--- src/rtl/calc_disp_pkg.sv ---
// rtl/calc_disp_pkg.sv - shared scan-state type and active-low seven-segment glyphs
package calc_disp_pkg;

    typedef enum logic {
        GUARD = 1'b0,
        SCAN  = 1'b1
    } scan_state_t;

    // Segment order {g,f,e,d,c,b,a}, 0 = lit
    localparam logic [6:0] SEG_BLANK = 7'h7F;
    localparam logic [6:0] SEG_DASH  = 7'h3F;
    localparam logic [6:0] SEG_0     = 7'h40;
    localparam logic [6:0] SEG_1     = 7'h79;
    localparam logic [6:0] SEG_2     = 7'h24;
    localparam logic [6:0] SEG_3     = 7'h30;
    localparam logic [6:0] SEG_4     = 7'h19;
    localparam logic [6:0] SEG_5     = 7'h12;
    localparam logic [6:0] SEG_6     = 7'h02;
    localparam logic [6:0] SEG_7     = 7'h78;
    localparam logic [6:0] SEG_8     = 7'h00;
    localparam logic [6:0] SEG_9     = 7'h10;

endpackage

--- src/rtl/bcd_to_seg.sv ---
// rtl/bcd_to_seg.sv - BCD digit to active-low seven-segment decoder with blank override
module bcd_to_seg
    import calc_disp_pkg::*;
(
    input  logic [3:0] i_bcd,
    input  logic       i_blank,
    output logic [6:0] o_seg
);

    always_comb begin
        o_seg = SEG_DASH;
        if (i_blank) begin
            o_seg = SEG_BLANK;
        end else begin
            case (i_bcd)
                4'd0:    o_seg = SEG_0;
                4'd1:    o_seg = SEG_1;
                4'd2:    o_seg = SEG_2;
                4'd3:    o_seg = SEG_3;
                4'd4:    o_seg = SEG_4;
                4'd5:    o_seg = SEG_5;
                4'd6:    o_seg = SEG_6;
                4'd7:    o_seg = SEG_7;
                4'd8:    o_seg = SEG_8;
                4'd9:    o_seg = SEG_9;
                default: o_seg = SEG_DASH;
            endcase
        end
    end

endmodule

--- src/rtl/seg_scan_ctrl.sv ---
// rtl/seg_scan_ctrl.sv - 4-digit multiplexed display scanner with guard time and frame-aligned loads
module seg_scan_ctrl
    import calc_disp_pkg::*;
#(
    parameter int TICK_DIV  = 50000,
    parameter int GUARD_CYC = 4
) (
    input  logic        clck,
    input  logic        reste,
    input  logic        load_req,
    input  logic [15:0] load_data,
    input  logic [3:0]  load_dp,
    input  logic        blank_lz,
    output logic        load_ack,
    output logic        frame_start,
    output logic [1:0]  digit_idx,
    output logic [3:0]  an,
    output logic [6:0]  seg,
    output logic        dp
);

    localparam int PW = $clog2(TICK_DIV);
    localparam logic [PW-1:0] PCNT_MAX   = PW'(TICK_DIV - 1);
    localparam logic [PW-1:0] GUARD_LAST = PW'(GUARD_CYC - 1);

    logic [PW-1:0] r_pcnt;
    logic [PW-1:0] r_gcnt;
    logic [1:0]    r_idx;
    scan_state_t   r_state;
    logic [15:0]   r_disp;
    logic [3:0]    r_dp_mask;
    logic          r_load_ack;
    logic          r_frame_start;
    logic [3:0]    r_an;
    logic [6:0]    r_seg;
    logic          r_dp;

    logic          w_tick;
    logic          w_boundary;
    logic [3:0]    w_digit;
    logic          w_upper_zero;
    logic          w_lz_blank;
    logic [6:0]    w_seg_dec;

    assign w_tick     = (r_pcnt == PCNT_MAX);
    assign w_boundary = w_tick && (r_idx == 2'd3);
    assign w_digit    = r_disp[{r_idx, 2'b00} +: 4];

    // A digit is a leading zero only if it and every digit to its left are zero
    always_comb begin
        w_upper_zero = 1'b0;
        case (r_idx)
            2'd3:    w_upper_zero = (r_disp[15:12] == 4'd0);
            2'd2:    w_upper_zero = (r_disp[15:8]  == 8'd0);
            2'd1:    w_upper_zero = (r_disp[15:4]  == 12'd0);
            default: w_upper_zero = 1'b0;
        endcase
    end

    assign w_lz_blank = blank_lz && w_upper_zero;

    bcd_to_seg u_bcd_to_seg (
        .i_bcd   (w_digit),
        .i_blank (w_lz_blank),
        .o_seg   (w_seg_dec)
    );

    always_ff @(posedge clck or negedge reste) begin
        if (!reste) begin
            r_pcnt        <= '0;
            r_gcnt        <= '0;
            r_idx         <= 2'd0;
            r_state       <= GUARD;
            r_disp        <= 16'h0000;
            r_dp_mask     <= 4'h0;
            r_load_ack    <= 1'b0;
            r_frame_start <= 1'b0;
            r_an          <= 4'hF;
            r_seg         <= SEG_BLANK;
            r_dp          <= 1'b1;
        end else begin
            r_pcnt        <= w_tick ? '0 : r_pcnt + 1'b1;
            r_an          <= (r_state == SCAN) ? ~(4'b0001 << r_idx) : 4'hF;
            r_seg         <= (r_state == SCAN) ? w_seg_dec : SEG_BLANK;
            r_dp          <= (r_state == SCAN) ? ~r_dp_mask[r_idx] : 1'b1;
            r_frame_start <= w_boundary;
            r_load_ack    <= w_boundary && load_req;

            // New data only at the 3->0 wrap so a frame never mixes old and new digits
            if (w_boundary && load_req) begin
                r_disp    <= load_data;
                r_dp_mask <= load_dp;
            end

            if (w_tick) begin
                r_idx   <= r_idx + 2'd1;
                r_gcnt  <= '0;
                r_state <= GUARD;
            end else if (r_state == GUARD) begin
                r_gcnt <= r_gcnt + 1'b1;
                if (r_gcnt == GUARD_LAST) begin
                    r_state <= SCAN;
                end
            end
        end
    end

    assign load_ack    = r_load_ack;
    assign frame_start = r_frame_start;
    assign digit_idx   = r_idx;
    assign an          = r_an;
    assign seg         = r_seg;
    assign dp          = r_dp;

endmodule

--- config.mk ---
export PLATFORM = sky130hd
export DESIGN_NAME = seg_scan_ctrl
export DESIGN_NICKNAME = d
export VERILOG_FILES = /design/src/rtl/calc_disp_pkg.sv /design/src/rtl/bcd_to_seg.sv /design/src/rtl/seg_scan_ctrl.sv
export SDC_FILE = /design/constraint.sdc
export NUM_CORES = 1
export LEC_CHECK = 0
export BUFFER_PORTS_ARGS = -buffer_cell sky130_fd_sc_hd__buf_2
export CORE_ASPECT_RATIO = 1.1
export CORE_MARGIN = 2
export CORE_UTILIZATION = 55
export DETAILED_ROUTE_END_ITERATION = 16
export HOLD_SLACK_MARGIN = 0.06
export PLACE_DENSITY = 0.76
export SYNTH_ARGS = -nofsm -noshare
export SYNTH_HDL_FRONTEND = slang
export SYNTH_SLANG_ARGS = --single-unit
--- constraint.sdc ---
create_clock -name clck -period 3.15 [get_ports clck]
set_clock_uncertainty 0.1 [all_clocks]
set_input_delay 0.315 -clock clck [delete_from_list [all_inputs] [get_ports clck]]
set_output_delay 0.315 -clock clck [all_outputs]
set_load 0.005 [all_outputs]
After elaboration in Yosys (flattened, before gate mapping)
Memory sizes are Yosys's and may differ from the RTL's.
Index checks and enable logic that the tools add are counted.
{ "classes": {"eq_ne": 6, "reduce_logical": 6, "bitwise_logic": 2, "mux": 13, "shift": 2, "order_cmp": 1, "addsub": 3} }
{ "op_table": {"columns": ["cell", "count"], "rows": [
  ["16-bit 2-to-1 mux", 3],
  ["16-bit by 1-bit adder with 16-bit output (second input constant)", 2],
  ["16-bit equality test (second input constant)", 1],
  ["16-bit by 2-bit equality test with 1-bit output (second input constant)", 1],
  ["16-bit by 5-bit variable part select with 4-bit output", 1],
  ["7-bit 2-to-1 mux", 2],
  ["12-bit zero test", 1],
  ["8-bit zero test", 1],
  ["1-bit 2-to-1 mux", 5],
  ["2-bit equality test (second input constant)", 2],
  ["4-bit zero test", 1],
  ["4-bit 2-to-1 mux", 1],
  ["4-bit NOT", 1],
  ["1-bit by 2-bit left shift with 4-bit output (first input constant)", 1],
  ["1-bit logical AND", 3],
  ["2-bit by 3-bit < comparator with 1-bit output (second input constant)", 1],
  ["1-bit one-hot mux with 3 select lines", 1],
  ["2-bit by 1-bit adder with 2-bit output (second input constant)", 1],
  ["1-bit binary-select mux with 2-bit select", 1],
  ["2-bit by 1-bit equality test with 1-bit output (second input constant)", 1],
  ["2-bit by 1-bit != test with 1-bit output (second input constant)", 1],
  ["1-bit NOT", 1]
]} }
{ "word_totals": {"mem_count": 1, "mem_bits_ro": 112, "ff_bits": 69, "out_inout_bits": 16} }
{ "memory_table": {"columns": ["memory", "words", "word_bits", "rd", "rd_clocked_by_memory_dff", "write_ports", "line_no", "rtl"], "rows": [
  ["(name not given)", 16, 7, 1, 0, 0, "bcd_to_seg.sv:15", "case (i_bcd)"]
]} }

Logic depth before layout (Yosys ltp)
Gate-level depths: netlist (run 1).
{ "depth": {"depth_word": 5, "ltp_mapped": 7, "depth_no_buf": 6} }

Hierarchy
A second synthesis (run 1) with hierarchy kept.
{ "unflattened": {"hier_cells": 288, "hier_area_um2": 3326.9} }
{ "modules_own_cells": {"columns": ["module", "cells_each", "n_inst", "area_per_inst_um2"], "rows": [
  ["seg_scan_ctrl", 253, 1, 3091.7],
  ["bcd_to_seg", 35, 1, 235.2]
]} }

Worst setup path before layout (run 1)
No wires, ideal clock.
{ "synth_timing": {"path_type": "flip-flop to flip-flop", "start": "reg r_pcnt[10]", "end": "reg r_disp[10]", "path_stages_with_launch": 6, "path_buffers": 1, "required_time_ns": 2.923, "arrival_time_ns": 1.985, "setup_time_ns": 0.127, "path_slack_ns": 0.937, "cell_sequence": "dfrtp_1 or4_4 nor4_4 and3_1 buf_6 mux2_1"} }
{ "synth_via": {"elab_chain_cells": 3} }
{ "synth_rtl": {"columns": ["element", "line_no", "rtl"], "rows": [
  ["start, declared", "seg_scan_ctrl.sv:26", "logic [PW-1:0] r_pcnt;"],
  ["start signal, assigned", "seg_scan_ctrl.sv:82", "r_pcnt <= w_tick ? '0 : r_pcnt + 1'b1;"],
  ["16-bit equality test", "seg_scan_ctrl.sv:45", "assign w_tick = (r_pcnt == PCNT_MAX);"],
  ["1-bit logical AND", "seg_scan_ctrl.sv:46", "assign w_boundary = w_tick && (r_idx == 2'd3);"],
  ["1-bit logical AND", "seg_scan_ctrl.sv:90", "if (w_boundary && load_req) begin"],
  ["end signal, assigned", "seg_scan_ctrl.sv:91", "r_disp <= load_data;"],
  ["end, declared", "seg_scan_ctrl.sv:30", "logic [15:0] r_disp;"]
]} }
No other way between the ends.
A chain may end at the register's enable or synchronous reset.

Final worst setup path (run 1)
{ "layout_timing": {"start": "reg r_pcnt[10]", "end": "reg r_disp[1]"} }
Same word-level chain as after synthesis.

==> summary.txt, run 1 <==
Final layout
  • Diode count: 0
  • Filler cell count: 466
  • Fraction of layout cells with a size suffix above 1: about 26%
  • Layout net count: between 300 and 400
  • Syn-to-layout area delta: 15.0%
  • Register Area: 1740 sq um
  • Final Non-Filler Cells: between 400 and 500
  • Multi-input gate area: about 1400 sq um
  • Final core occ: between 60% and 70%

Power and ir drop
  • Clock share of power: between 40% and 50%
  • Pwr dens: between 400 and 500 nW/um^2
  • Logic pwr share: about 1.9%
  • Net Switching: approximately 0.00037 W
  • Seq pwr share: between 50% and 60%
  • Switching Fraction: roughly 22%
  • Peak VDD IR: between 200 and 300 uV
  • Leak Pwr: ~1.8 nW
  • Internal: around 0.0013 W

Yosys
  • Average cell area after synthesis: 11.8 sq um
  • Area contributors post-synth: dfrtp_1 (44%), dfstp_2 (9.7%), mux2_1 (6.6%)
  • Leading cell type by number of instances after synthesis: dfrtp_1
  • Synth Area in Compound Gates: 5.12%
  • Post-synthesis async set-or-reset flop share: between 90% and 100%
  • Post-synthesis mux area share: a little under an eighth
  • Synth top area share: 43.9%
  • Biggest area consumer among synthesized cells: dfrtp_1
  • Adder-Cell Fraction of Synth Area: about 4.6%
  • Simple-Gate Fraction of Synth Area: between 10% and 20%
  • Proportion of synthesized chip area in sequential cells: between 50% and 60%
  • Synth unique cells: 41
  • Mapped cell area: 3250 sq um
  • Synthesized flop and latch total: between 60 and 70
  • Syn Nets: 311
  • Number of enable flip-flop cells after synthesis: 0
  • Synth Warn #: 0
  • Mapped Cells: ~280
  • Xor/xnor share of the synthesized area: 6.20%
  • Largest family of logic cells by synthesized area: simple AND/OR/NAND/NOR gates
  • Top_reg_cell synth: dfrtp_1
  • Synth cell count leaders: dfrtp_1 (57), nor2_1 (24), mux2_1 (19)

Place
  • DPL Wire Length: ~4.4 mm
  • Routability cong.: approximately 0.8
  • Port bufs: 39
  • DP Cell Count: 388

STA
  • Fin crit period: between 2 and 2.5 ns
  • Slew headroom: approximately 30%
  • Max Fclk: between 400 and 500 MHz
  • Final setup fails: 0
  • Fin. max-slew vios: 0
  • Post-route clock period utilization: around 74%
  • Final hold violations: 0
  • Worst-margin pin slew: around 1.0 ns
  • RSZ-0062 raised after global routing: false
  • Setup TNS: 0 ns

Min path
  • Hold WC Path Type: input pin to asynchronous set/reset pin

CTS
  • Worst-skew pair later-pin latency: 0.34 ns
  • Num CTS Buffers: 9
  • Hold buffer count at cts: 0
  • Clock Path Buffers: 2
  • Clk root buf: clkbuf_8
  • CTS tree: built
  • Clk slew on worst S/H paths: roughly 0.08 ns
  • Clock sink count: 69
  • CTS resizes: 0
  • Post-CTS Setup Inserts: 0
  • CTS H-tree lvls: 3

Drt
  • Post-DRT Antenna Nets: 0
  • Via count: between 2,000 and 2,500
  • Vias per cell: approximately 5.6
  • First drt pass iteration count: 4
  • Drt total wl: 6.03 mm
  • DR iter-0 viols: a little over 100
  • DRC: 0
  • Wirelength per Cell: roughly 15 um

GRT
  • Largest net degree at the start of global routing: 50
  • First-pass GRT wire length: 10.5 mm
  • Overflow after GRT: 0
  • Initial antenna violation count: 0
  • Vias in the first global route: 2,279
  • Total GRT Usage: between 20% and 30%

Floorplan
  • Initial core utilization: a little under three fifths
  • Die ar.: around 6500 sq um
  • Core Rows: 29
  • Die width: 77.3 um
  • IO Pins: 40
  • Placeable Area: roughly 5700 sq um
  • Die Span Y: ~85 um

Job
  • Max-cap viol count: 0

Worst setup path
  • Crit path DAT: ~2.4 ns
  • Crit-path max FO: 21
  • Crit path capture type: flip-flop
  • R2r worst-path depth: 5
  • CP Class: flip-flop to flip-flop
  • Worst setup SP type: flip-flop
  • WP data required: ~3.3 ns

Run status
  • Status: completed
## worst max-delay path, cell delays in order, from the launching register on
cell     delay (ns)
dfrtp_1        0.44
or4_4          0.57
nor4_4         0.27
and3_1         0.19
buf_4          0.27
mux2_2         0.37
## path summary, 6_finish.rpt
| kind | slack (ns) | startpoint | endpoint |
|---|---|---|---|
| max | 0.83 | r_pcnt[10]$_DFF_PN0_ | r_disp[1]$_DFFE_PN0P_ |
| min | 0.06 | reste | r_pcnt[8]$_DFF_PN0_ |
| max reg2reg | 0.83 | r_pcnt[10]$_DFF_PN0_ | r_disp[1]$_DFFE_PN0P_ |
| min reg2reg | 0.39 | r_dp_mask[1]$_DFFE_PN0P_ | r_dp_mask[1]$_DFFE_PN0P_ |
| max in group asynchronous | 2.11 | reste | seg[0]$_DFF_PN1_ |
| min in group clck | 0.08 | load_data[9] | r_disp[9]$_DFFE_PN0P_ |
## sequential cells by signal, summed over array words and instances (netlist names), 2 cells and up
name / flops
r_disp: 16
r_pcnt: 16
seg: 7
an: 4
r_dp_mask: 4
r_gcnt: 16
digit_idx: 2
## power by group through the flow
stage                     clock (W)  combinational (W)  sequential (W)
after CTS                  0.000757          0.0000333        0.000886
after global placement            0          0.0000331        0.000903
after detailed placement          0          0.0000334        0.000903
final                      0.000743          0.0000314        0.000886
after floorplan                   0        0.000000244        0.000903
after global routing       0.000793          0.0000374        0.000886
## routing by layer
metal  wire length, um  global-route usage (%)  vias to the layer above
met4                99                    10.1                        0
li1                  -                       -                     1065
met5                 0                       0                        -
met2              3010                    33.3                       48
met1              2680                    26.6                     1122
met3               247                    4.73                        8
## final cells by class
class | count | share of cell area (%)
Inverter | 15 | 1.51
Sequential cell | 69 | 46.6
Clock inverter | 6 | 1.91
Clock buffer | 10 | 3.69
Timing Repair Buffer | 43 | 6.03
Multi-Input combinational cell | 184 | 37.7
Tap cell | 77 | 2.58
## cells by family after synthesis
| logic type | Yosys count |
|---|---|
| xor+xnor | 23 |
| buf+inv | 22 |
| mux | 29 |
| compound gates | 26 |
| fa+ha+maj | 12 |
| simple gates | 94 |
| flops | 69 |
## stage by stage
step | hold WS (ns) | area (sq um) | setup WS, ns | power [W]
2_1_floorplan | -0.0806 | 3250 | 0.937 | 0.000903
3_3_place_gp | 0.364 | 3530 | 0.885 | 0.000936
3_5_place_dp | 0.373 | 3530 | 0.829 | 0.000936
4_1_cts | 0.0739 | 3730 | 0.814 | 0.00168
5_1_grt | 0.0761 | 3730 | 0.707 | 0.00172
6_report | 0.0580 | 3730 | 0.835 | 0.00166
## cell usage in the layout, fill, tap and decap left out, types with 2 or more instances in the layout
| cell | count |
|---|---|
| dfrtp_1 | 57 |
| buf_2 | 39 |
| nor2_1 | 24 |
| mux2_1 | 19 |
| nand2_1 | 16 |
| inv_1 | 15 |
| xnor2_1 | 15 |
| ha_1 | 12 |
| dfstp_2 | 12 |
| nor4_1 | 11 |
| clkbuf_8 | 10 |
| a21oi_1 | 9 |
| nand4_1 | 8 |
| xor2_1 | 8 |
| o21ai_0 | 7 |
| nand3_1 | 7 |
| mux4_2 | 5 |
| nor3_1 | 5 |
| and3_1 | 4 |
| buf_4 | 4 |
| nand2b_1 | 3 |
| a32oi_1 | 3 |
| nor2b_1 | 3 |
| mux2_2 | 3 |
| or3_1 | 3 |
| a211oi_1 | 2 |
| nand4b_1 | 2 |
| mux2i_1 | 2 |
| a31o_2 | 2 |
| clkinvlp_4 | 2 |
| clkinv_4 | 2 |
(Power assumes the default switching activity.)
==> inputs of run 2 (changes only) <==
==> constraint.sdc (replaced) <==
create_clock -name clck -period 2.2 [get_ports clck]
set_clock_uncertainty 0.1 [all_clocks]
set_input_delay 0.22 -clock clck [delete_from_list [all_inputs] [get_ports clck]]
set_output_delay 0.22 -clock clck [all_outputs]
set_load 0.005 [all_outputs]
==> run 2 against run 1 <==
- the flow now finishes with violations (setup timing)
- sequential power rose by 43%
- worst setup slack got worse by 0.84 ns
- first-iteration DRC count grew 70%
- utilization rose by 6.5 points
- critical path type unchanged
- highest routed layer unchanged
==> summary.txt, run 2 (same netlist as run 1, synthesis figures left out) <==
Run status
  • Failing checks: setup timing
  • Status: finished, violations left

Worst setup path
  • Crit path capture type: flip-flop
  • Worst setup SP type: flip-flop
  • WP data required: approximately 2.3 ns
  • Crit-path max FO: 6
  • CP Class: flip-flop to flip-flop
  • Crit path DAT: approximately 2.3 ns
  • R2r setup slk: -0.005 ns

STA
  • Post-route clock period utilization: 100%
  • Final setup fails: 1
  • Post-route worst setup slack: -0.00495 ns
  • Worst-margin pin slew: about 0.45 ns
  • Slew headroom: a little over two thirds
  • RSZ-0062 raised after global routing: true
  • Fin. max-slew vios: 0
  • Fin crit period: around 2.2 ns
  • Max Fclk: roughly 450 MHz
  • Final hold violations: 0
  • Setup TNS: -0.00495 ns

GRT
  • First-pass GRT wire length: about 12 mm
  • Largest net degree at the start of global routing: 70
  • Total GRT Usage: between 20% and 30%
  • Overflow after GRT: 0
  • Vias in the first global route: roughly 2,500
  • Initial antenna violation count: 0

Floorplan
  • IO Pins: 40
  • Placeable Area: roughly 5700 sq um
  • Die ar.: roughly 6500 sq um
  • Core Rows: 29
  • Die width: approximately 77 um
  • Initial core utilization: 56.7%
  • Die Span Y: ~85 um

CTS
  • Clk root buf: clkbuf_8
  • Num CTS Buffers: 9
  • Worst-skew pair later-pin latency: 0.35 ns
  • CTS tree: built
  • Clock Path Buffers: 2
  • Clk slew on worst S/H paths: roughly 0.080 ns
  • Clock sink count: around 70
  • CTS H-tree lvls: 3

Final layout
  • Fraction of layout cells with a size suffix above 1: between 30 and 40%
  • Diode count: 0
  • Layout net count: 393
  • Fin area: between 4000 and 5000 sq um
  • Most frequent cells in the layout: dfrtp_1 (56), buf_2 (39), nor2_1 (24), dlygate4sd3_1 (21), nand2_1 (16)
  • Syn-to-layout area delta: 26.5%
  • Biggest regs: r_disp: 16 flops, r_gcnt: 16 flops, r_pcnt: 16 flops
  • Leading cell type in the layout, fill and taps excluded: dfrtp_1

Drt
  • First drt pass iteration count: 6
  • Post-DRT Antenna Nets: 0
  • Via count: approximately 2,400
  • Drt total wl: between 7 and 8 mm
  • DRC: 0
  • Wirelength per Cell: approximately 18 um
  • Vias per cell: roughly 5.6
  • DR iter-0 viols: 173

Place
  • Dpl cell area: around 3600 sq um
  • Port bufs: 39
  • Routability cong.: ~0.85
  • Place WS: -0.00827 ns
  • DPL Wire Length: around 4.2 mm

Job
  • Max-cap viol count: 0

Power and ir drop
  • Tot Pwr: ~0.0024 W
  • Leak Pwr: ~1.9 nW
  • Pwr dens: ~580 nW/um^2
  • Peak VDD IR: 492 uV

Min path
  • Hold WC Path Type: input pin to flip-flop
[run 2: power by group]
| group | total, W | internal, W | switching (W) |
|---|---|---|---|
| Combinational | 0.0000821 | 0.0000430 | 0.0000391 |
| Clock | 0.00103 | 0.000552 | 0.000481 |
| Sequential | 0.00127 | 0.00127 | 0 |
| Total | 0.00238 | 0.00186 | 0.000521 |
[run 2: path summary, 6_finish.rpt]
path                                 startpoint                    end  cells past startpoint
min in group asynchronous                 reste   r_pcnt[15]$_DFF_PN0_                      3
max                        r_pcnt[10]$_DFF_PN0_  r_disp[1]$_DFFE_PN0P_                      5
min                                    load_req     load_ack$_DFF_PN0_                      2
max reg2reg                r_pcnt[10]$_DFF_PN0_  r_disp[1]$_DFFE_PN0P_                      5
max in group asynchronous                 reste        an[3]$_DFF_PN1_                      3
min reg2reg                 r_pcnt[7]$_DFF_PN0_    r_pcnt[7]$_DFF_PN0_                      1
[run 2: layout make-up]
type	count	area (sq um)
repair buffers	75	531
inverters	15	56.3
multi-input cells	187	1490
clock inverters	4	47.5
fillers	383	1620
well taps	77	96.3
flip-flops and latches	69	1740
clock buffers	12	145
[run 2: layer usage]
metal  global-route usage, %  routed length (um)
met1                    31.2                3390
met2                    40.4                3890
met3                    4.73                 405
met4                    13.6                 193
met5                       0                   0
[run 2: timing repair]
| action | in CTS | in global routing |
|---|---|---|
| setup buffers | 1 | 0 |
| endpoints found under the setup margin | 20 | 27 |
| pin swaps | 2 | 2 |
| gates cloned | 3 | 0 |
| hold buffers | 21 | 0 |
| resized for setup | 2 | 16 |
| endpoints found under the hold margin | 77 | 0 |
[run 2: through the flow]
stage,util [%],hold slack (ns),std cells
after global routing,71.7,0.169,439
final,71.7,0.168,439
after floorplan,-,-0.176,275
after global placement,63.1,0.169,398
after detailed placement,63.1,0.170,398
after CTS,70.8,0.193,439
[run 2: critical path, cell delays in order (launching register included)]
cell and delay (ns):
dfrtp_1 0.38, or4_4 0.55, nor4_4 0.28, buf_4 0.18, and3_4 0.25, mux2_2 0.35
